$ cat src/rtl/trap_ctrl.sv
// Machine-mode trap sequencer: owns the M-mode trap CSRs, prioritises interrupts/exceptions, redirects the PC.
// Optional feature: define TRAP_VECTORED_EN for vectored interrupt targets (mtvec.MODE=1).
module trap_ctrl #(
    parameter int              XLEN        = 32,
    parameter logic [XLEN-1:0] MTVEC_RESET = 32'h00000100
) (
    input  logic            clk,
    input  logic            reset,
    input  logic            instr_valid_in,
    input  logic [XLEN-1:0] pc_in,
    input  logic [31:0]     inst_in,
    input  logic            illegal_ins_in,
    input  logic            ecall_in,
    input  logic            ebreak_in,
    input  logic            mret_in,
    input  logic            ext_irq_in,
    input  logic            sw_irq_in,
    input  logic            timer_irq_in,
    input  logic            csr_we_in,
    input  logic [11:0]     csr_addr_in,
    input  logic [XLEN-1:0] csr_wdata_in,
    output logic [XLEN-1:0] csr_rdata_out,
    output logic            trap_true_out,
    output logic [XLEN-1:0] trap_address_out,
    output logic            return_trap_out,
    output logic [XLEN-1:0] return_address_out,
    output logic            stall_out
);
    localparam logic [11:0] CSR_MSTATUS = 12'h300;
    localparam logic [11:0] CSR_MIE     = 12'h304;
    localparam logic [11:0] CSR_MTVEC   = 12'h305;
    localparam logic [11:0] CSR_MEPC    = 12'h341;
    localparam logic [11:0] CSR_MCAUSE  = 12'h342;
    localparam logic [11:0] CSR_MTVAL   = 12'h343;
    localparam logic [11:0] CSR_MIP     = 12'h344;

    typedef enum logic [1:0] {ST_IDLE, ST_ENTER, ST_RETURN} state_t;

    state_t          state_reg;
    logic            mstatus_mie_reg;
    logic            mstatus_mpie_reg;
    logic [XLEN-1:0] mie_reg;
    logic [2:0]      irq_sync_reg;     // [2]=MEI, [1]=MTI, [0]=MSI
    logic [XLEN-1:0] mtvec_reg;
    logic [XLEN-1:0] mepc_reg;
    logic [XLEN-1:0] mcause_reg;
    logic [XLEN-1:0] mtval_reg;
    logic            trap_true_reg;
    logic            return_trap_reg;
    logic [XLEN-1:0] trap_address_reg;

    logic [2:0]      irq_pend;
    logic            irq_take;
    logic            exc_take;
    logic            idle_valid;
    logic            trap_take;
    logic            mret_take;
    logic [4:0]      irq_cause;
    logic [4:0]      exc_cause;
    logic [4:0]      cause_code;
    logic [XLEN-1:0] mcause_next;
    logic [XLEN-1:0] trap_target;
    logic [XLEN-1:0] mtvec_wdata;

    genvar gi;
    generate
        for (gi = 0; gi < 3; gi++) begin : g_pend
            localparam int BIT = (gi == 0) ? 3 : ((gi == 1) ? 7 : 11);
            assign irq_pend[gi] = irq_sync_reg[gi] & mie_reg[BIT];
        end
    endgenerate

    assign irq_take    = mstatus_mie_reg & (|irq_pend);
    assign exc_take    = illegal_ins_in | ecall_in | ebreak_in;
    assign idle_valid  = (state_reg == ST_IDLE) & instr_valid_in;
    assign trap_take   = idle_valid & (irq_take | exc_take);
    assign mret_take   = idle_valid & mret_in & ~(irq_take | exc_take);
    assign irq_cause   = irq_pend[2] ? 5'd11 : (irq_pend[0] ? 5'd3 : 5'd7);
    assign exc_cause   = illegal_ins_in ? 5'd2 : (ecall_in ? 5'd11 : 5'd3);
    assign cause_code  = irq_take ? irq_cause : exc_cause;
    assign mcause_next = {irq_take, {(XLEN-6){1'b0}}, cause_code};

    always_comb begin
        trap_target = {mtvec_reg[XLEN-1:2], 2'b00};
        mtvec_wdata = {csr_wdata_in[XLEN-1:2], 2'b00};
`ifdef TRAP_VECTORED_EN
        if (irq_take && mtvec_reg[1:0] == 2'b01)
            trap_target = trap_target + (XLEN'(irq_cause) << 2);
        // Only MODE 0/1 are legal; reserved encodings collapse to direct mode.
        if (csr_wdata_in[1:0] == 2'b01)
            mtvec_wdata[1:0] = 2'b01;
`endif
    end

    always_comb begin
        csr_rdata_out = '0;
        case (csr_addr_in)
            CSR_MSTATUS: csr_rdata_out = {{(XLEN-13){1'b0}}, 2'b11, 3'b000, mstatus_mpie_reg,
                                          3'b000, mstatus_mie_reg, 3'b000};
            CSR_MIE:     csr_rdata_out = mie_reg;
            CSR_MTVEC:   csr_rdata_out = mtvec_reg;
            CSR_MEPC:    csr_rdata_out = mepc_reg;
            CSR_MCAUSE:  csr_rdata_out = mcause_reg;
            CSR_MTVAL:   csr_rdata_out = mtval_reg;
            CSR_MIP:     csr_rdata_out = {{(XLEN-12){1'b0}}, irq_sync_reg[2], 3'b000,
                                          irq_sync_reg[1], 3'b000, irq_sync_reg[0], 3'b000};
            default:     csr_rdata_out = '0;
        endcase
    end

    always_ff @(posedge clk) begin
        if (reset) begin
            state_reg        <= ST_IDLE;
            mstatus_mie_reg  <= 1'b0;
            mstatus_mpie_reg <= 1'b0;
            mie_reg          <= '0;
            irq_sync_reg     <= '0;
            mtvec_reg        <= MTVEC_RESET;
            mepc_reg         <= '0;
            mcause_reg       <= '0;
            mtval_reg        <= '0;
            trap_true_reg    <= 1'b0;
            return_trap_reg  <= 1'b0;
            trap_address_reg <= '0;
        end else begin
            irq_sync_reg    <= {ext_irq_in, timer_irq_in, sw_irq_in};
            trap_true_reg   <= 1'b0;
            return_trap_reg <= 1'b0;
            // A trap in the same cycle owns the CSRs, so the software write is dropped.
            if (csr_we_in && !trap_take) begin
                case (csr_addr_in)
                    CSR_MSTATUS: begin
                        mstatus_mie_reg  <= csr_wdata_in[3];
                        mstatus_mpie_reg <= csr_wdata_in[7];
                    end
                    CSR_MIE:    mie_reg    <= csr_wdata_in;
                    CSR_MTVEC:  mtvec_reg  <= mtvec_wdata;
                    CSR_MEPC:   mepc_reg   <= {csr_wdata_in[XLEN-1:1], 1'b0};
                    CSR_MCAUSE: mcause_reg <= csr_wdata_in;
                    CSR_MTVAL:  mtval_reg  <= csr_wdata_in;
                    default: ;
                endcase
            end
            case (state_reg)
                ST_IDLE: begin
                    if (trap_take) begin
                        mepc_reg         <= {pc_in[XLEN-1:1], 1'b0};
                        mcause_reg       <= mcause_next;
                        mtval_reg        <= (!irq_take && illegal_ins_in) ? XLEN'(inst_in) : '0;
                        mstatus_mpie_reg <= mstatus_mie_reg;
                        mstatus_mie_reg  <= 1'b0;
                        trap_address_reg <= trap_target;
                        trap_true_reg    <= 1'b1;
                        state_reg        <= ST_ENTER;
                    end else if (mret_take) begin
                        mstatus_mie_reg  <= mstatus_mpie_reg;
                        mstatus_mpie_reg <= 1'b1;
                        return_trap_reg  <= 1'b1;
                        state_reg        <= ST_RETURN;
                    end
                end
                default: state_reg <= ST_IDLE;
            endcase
        end
    end

    // Reset masks the pulses immediately so a redirect never escapes a reset cycle.
    assign trap_true_out      = trap_true_reg & ~reset;
    assign return_trap_out    = return_trap_reg & ~reset;
    assign trap_address_out   = trap_address_reg;
    assign return_address_out = mepc_reg;
    assign stall_out          = trap_take & ~reset;
endmodule
$ cat config.mk
export PLATFORM = sky130hd
export DESIGN_NAME = trap_ctrl
export DESIGN_NICKNAME = d
export VERILOG_FILES = /design/src/rtl/trap_ctrl.sv
export SDC_FILE = /design/constraint.sdc
export NUM_CORES = 1
export LEC_CHECK = 0
export BUFFER_PORTS_ARGS = -buffer_cell sky130_fd_sc_hd__buf_2
export CORE_MARGIN = 1.5
export CORE_UTILIZATION = 35
export CTS_CLUSTER_DIAMETER = 200
export DETAILED_ROUTE_END_ITERATION = 7
export PLACE_DENSITY_LB_ADDON = 0.12
export SETUP_SLACK_MARGIN = 0.15
export SYNTH_ARGS = -nofsm -noshare
export SYNTH_HDL_FRONTEND = slang
export SYNTH_SLANG_ARGS = --single-unit
$ cat constraint.sdc
create_clock -name clk -period 3.89 [get_ports clk]
set_input_delay 0.1945 -clock clk [delete_from_list [all_inputs] [get_ports clk]]
set_output_delay 0.1945 -clock clk [all_outputs]
set_load 0.03 [all_outputs]
==> reports/qor.txt <==
Total Routing Usage GR: 0.231
FFs w/ async S/R, synth: 0
MaxCap Viol Count: 0
Clock Sinks: 197
Max Clock Freq: 348 MHz
Post-place instance area: 10400 um^2
Post-layout util: 0.436
Via/cell ratio: 5.38
Antenna cells: 0
Root buffer cell: clkbuf_16
Synth Cell Area: 9030 um^2
CTS Buffer Depth: 2
Worst Hold Launch: inst_in[6]
Synthesized flop and latch total: 197
Layout cell share with drive strength beyond 1: 0.269
Worst-Margin Slew: 1.21 ns
Fill count: 2590
RR Startpoint: mie_reg[11]
Slew Limit Headroom: 0.194
Synth top area cells: dfxtp_1, nand2_1, mux2i_1
Die area: 26800 um^2
Largest net degree at the start of global routing: 103
Core area: 25300 um^2
R2R cell count: 6
Gr ovfl total: 0
Setup violations, final: 0
CTS Buf Count: 17
Gate power share: 0.106
Crit Path Max Fanout: 22
Post-CTS Setup Inserts: 0
Final period utilization: 0.739
Final worst path period need: 2.88 ns
RSZ-0062 raised after global routing: no
RD Place Congestion: 0.751
Peak VDD IR: 0.216 mV
Post-synth EDFFs: 0
Port bufs: 214
Die Y: 164 um
Drt drc: 0
Synth warn: 0
Main synth FF type: dfxtp_1
Reg clk slew, reported paths: 0.07 ns
DRT antenna net count: 0
First-pass GRT wire length: 47.1 mm
WL per Instance: 19.9 um
Pwr dens: 400 nW/um^2
Post-route cell area: 11000 um^2
Clock latency on the worst-skew pair: 0.44 ns
Post-CTS Hold Fix Bufs: 0
CP Capture Type: output pin
Routed vias: 8475
DP Worst Slack: 0.949 ns
Synth top cells by count: nand2_1, dfxtp_1, nor2_1
Clock skew: 0.0131 ns
Crit path kind: primary input to output pin
Number of gates resized after cts: 0
Critical Path AT: 2.68 ns
Worst R2R Setup Slack: 1.48 ns
DRT Pass-1 Iters: 5
Hold EP: mtval_reg[6]
Cell taking the most area after synthesis: dfxtp_1
Clk pwr share: 0.418
Switch share: 0.262
Vias in the first global route: 7913
Final setup margin: 1.01 ns
Initial antenna violation count: 0
Footprint of the multi-input gates: 4750 um^2
FF+latch area: 3940 um^2
Final TNS setup: 0 ns
Most frequent cell after synthesis: nand2_1
CP required: 3.70 ns
Distinct cells, synth: 49
Initial DRC count: 614
Row count: 58
Reg2reg end: mie_reg[19]
Final hold violation count: 0
Leak pwr: 4.29 nW
Io pins: 218
Die Wd: 164 um
Sequential area share after synthesis: 0.437
Area share of the largest cell type after synthesis: 0.437
Routed WL: 31.3 mm
Startpoint types: primary input
Post-synthesis cell count: 1068
Layout Area Growth over Synthesis: 22.1%
Syn avg cell area: 8.45 um^2
Reg power frac: 0.476
Final Max Tran Viols: 0
Initial Util: 0.357
P_sw: 1.16 mW
Nets: 1352
Tightest Hold Check Type: primary input to register
Status: finished, final reports clean
CTS tree: yes
Number of H-tree levels: 4
P_int: 3.26 mW
Hold Path Depth: 3
DP HPWL: 20.2 mm
==> worst max path at each step <==
stage	startpoint	endpoint	depth (start not counted)	slack (ns)
after floorplan	csr_addr_in[1]	csr_rdata_out[9]	7	1.59
after global placement	csr_addr_in[0]	return_address_out[11]	7	0.94
after detailed placement	csr_addr_in[0]	return_address_out[8]	7	0.95
after CTS	csr_addr_in[0]	csr_rdata_out[22]	7	0.99
after global routing	csr_addr_in[0]	csr_rdata_out[22]	7	0.89
final	csr_addr_in[0]	csr_rdata_out[22]	7	1.01
==> final cells by class <==
class                      instances  area share
timing repair buffer             240       0.119
clock buffer                      20      0.0405
clock inverter                    10      0.0134
sequential                       197       0.358
multi-input combinational        773       0.431
tap                              330      0.0375
inverter                           4     0.00136
==> kinds of logic after synthesis <==
group,Yosys count,share of synthesized area
buf+inv,99,0.0460
compound gates,238,0.193
simple gates,434,0.197
flops,197,0.437
mux,99,0.127
other cells,1,0.000415
==> worst max-delay path, stage by stage <==
cell,delay (ns)
buf_2,0.59
nand2b_1,0.34
nor2_4,0.52
buf_4,0.36
a22oi_1,0.15
o221ai_1,0.26
buf_2,0.25
==> metrics by stage <==
stage	power, mW	hold WS, ns	std cells
2_1_floorplan	2.41	0.319	1069
4_1_cts	4.45	0.000627	1574
3_3_place_gp	2.61	0.435	1544
3_5_place_dp	2.61	0.438	1544
6_report	4.41	0.00612	1574
5_1_grt	4.57	0.0165	1574
==> layout by cell type, fill, tap and decap left out, drive strengths merged, types with 2 or more instances in the layout <==
cell      n
o221ai   25
mux2i    66
nor3      4
a31oi     2
buf     240
conb      2
a22oi    58
nor4      2
nor2    118
a222oi    2
nand4     2
o21ai     6
nor3b     2
and2      2
or4       2
a22o      2
nand3    37
nand2   248
dfxtp   197
nor2b     6
clkinv    3
o211ai    2
mux2     33
clkbuf   20
nand3b    3
inv       8
a21oi    93
a211oi    3
bufinv    3
a311oi   35
nand2b    5
a32oi     2
==> power by group through the flow <==
stage               Sequential, mW  Clock (mW)  Combinational (mW)
floorplan                     2.19           0               0.218
global placement              2.15           0               0.467
detailed placement            2.15           0               0.469
CTS                           2.10        1.88               0.470
global route                  2.10        1.96               0.504
finish                        2.10        1.84               0.468
==> per-layer routing <==
layer	track usage	vias to the layer above	share of wire
li1	-	4093	-
met1	0.322	4071	0.47
met2	0.371	279	0.46
met3	0.0325	32	0.054
met4	0.0657	0	0.016
met5	0	-	0
Power figures use the tool's default switching activity.
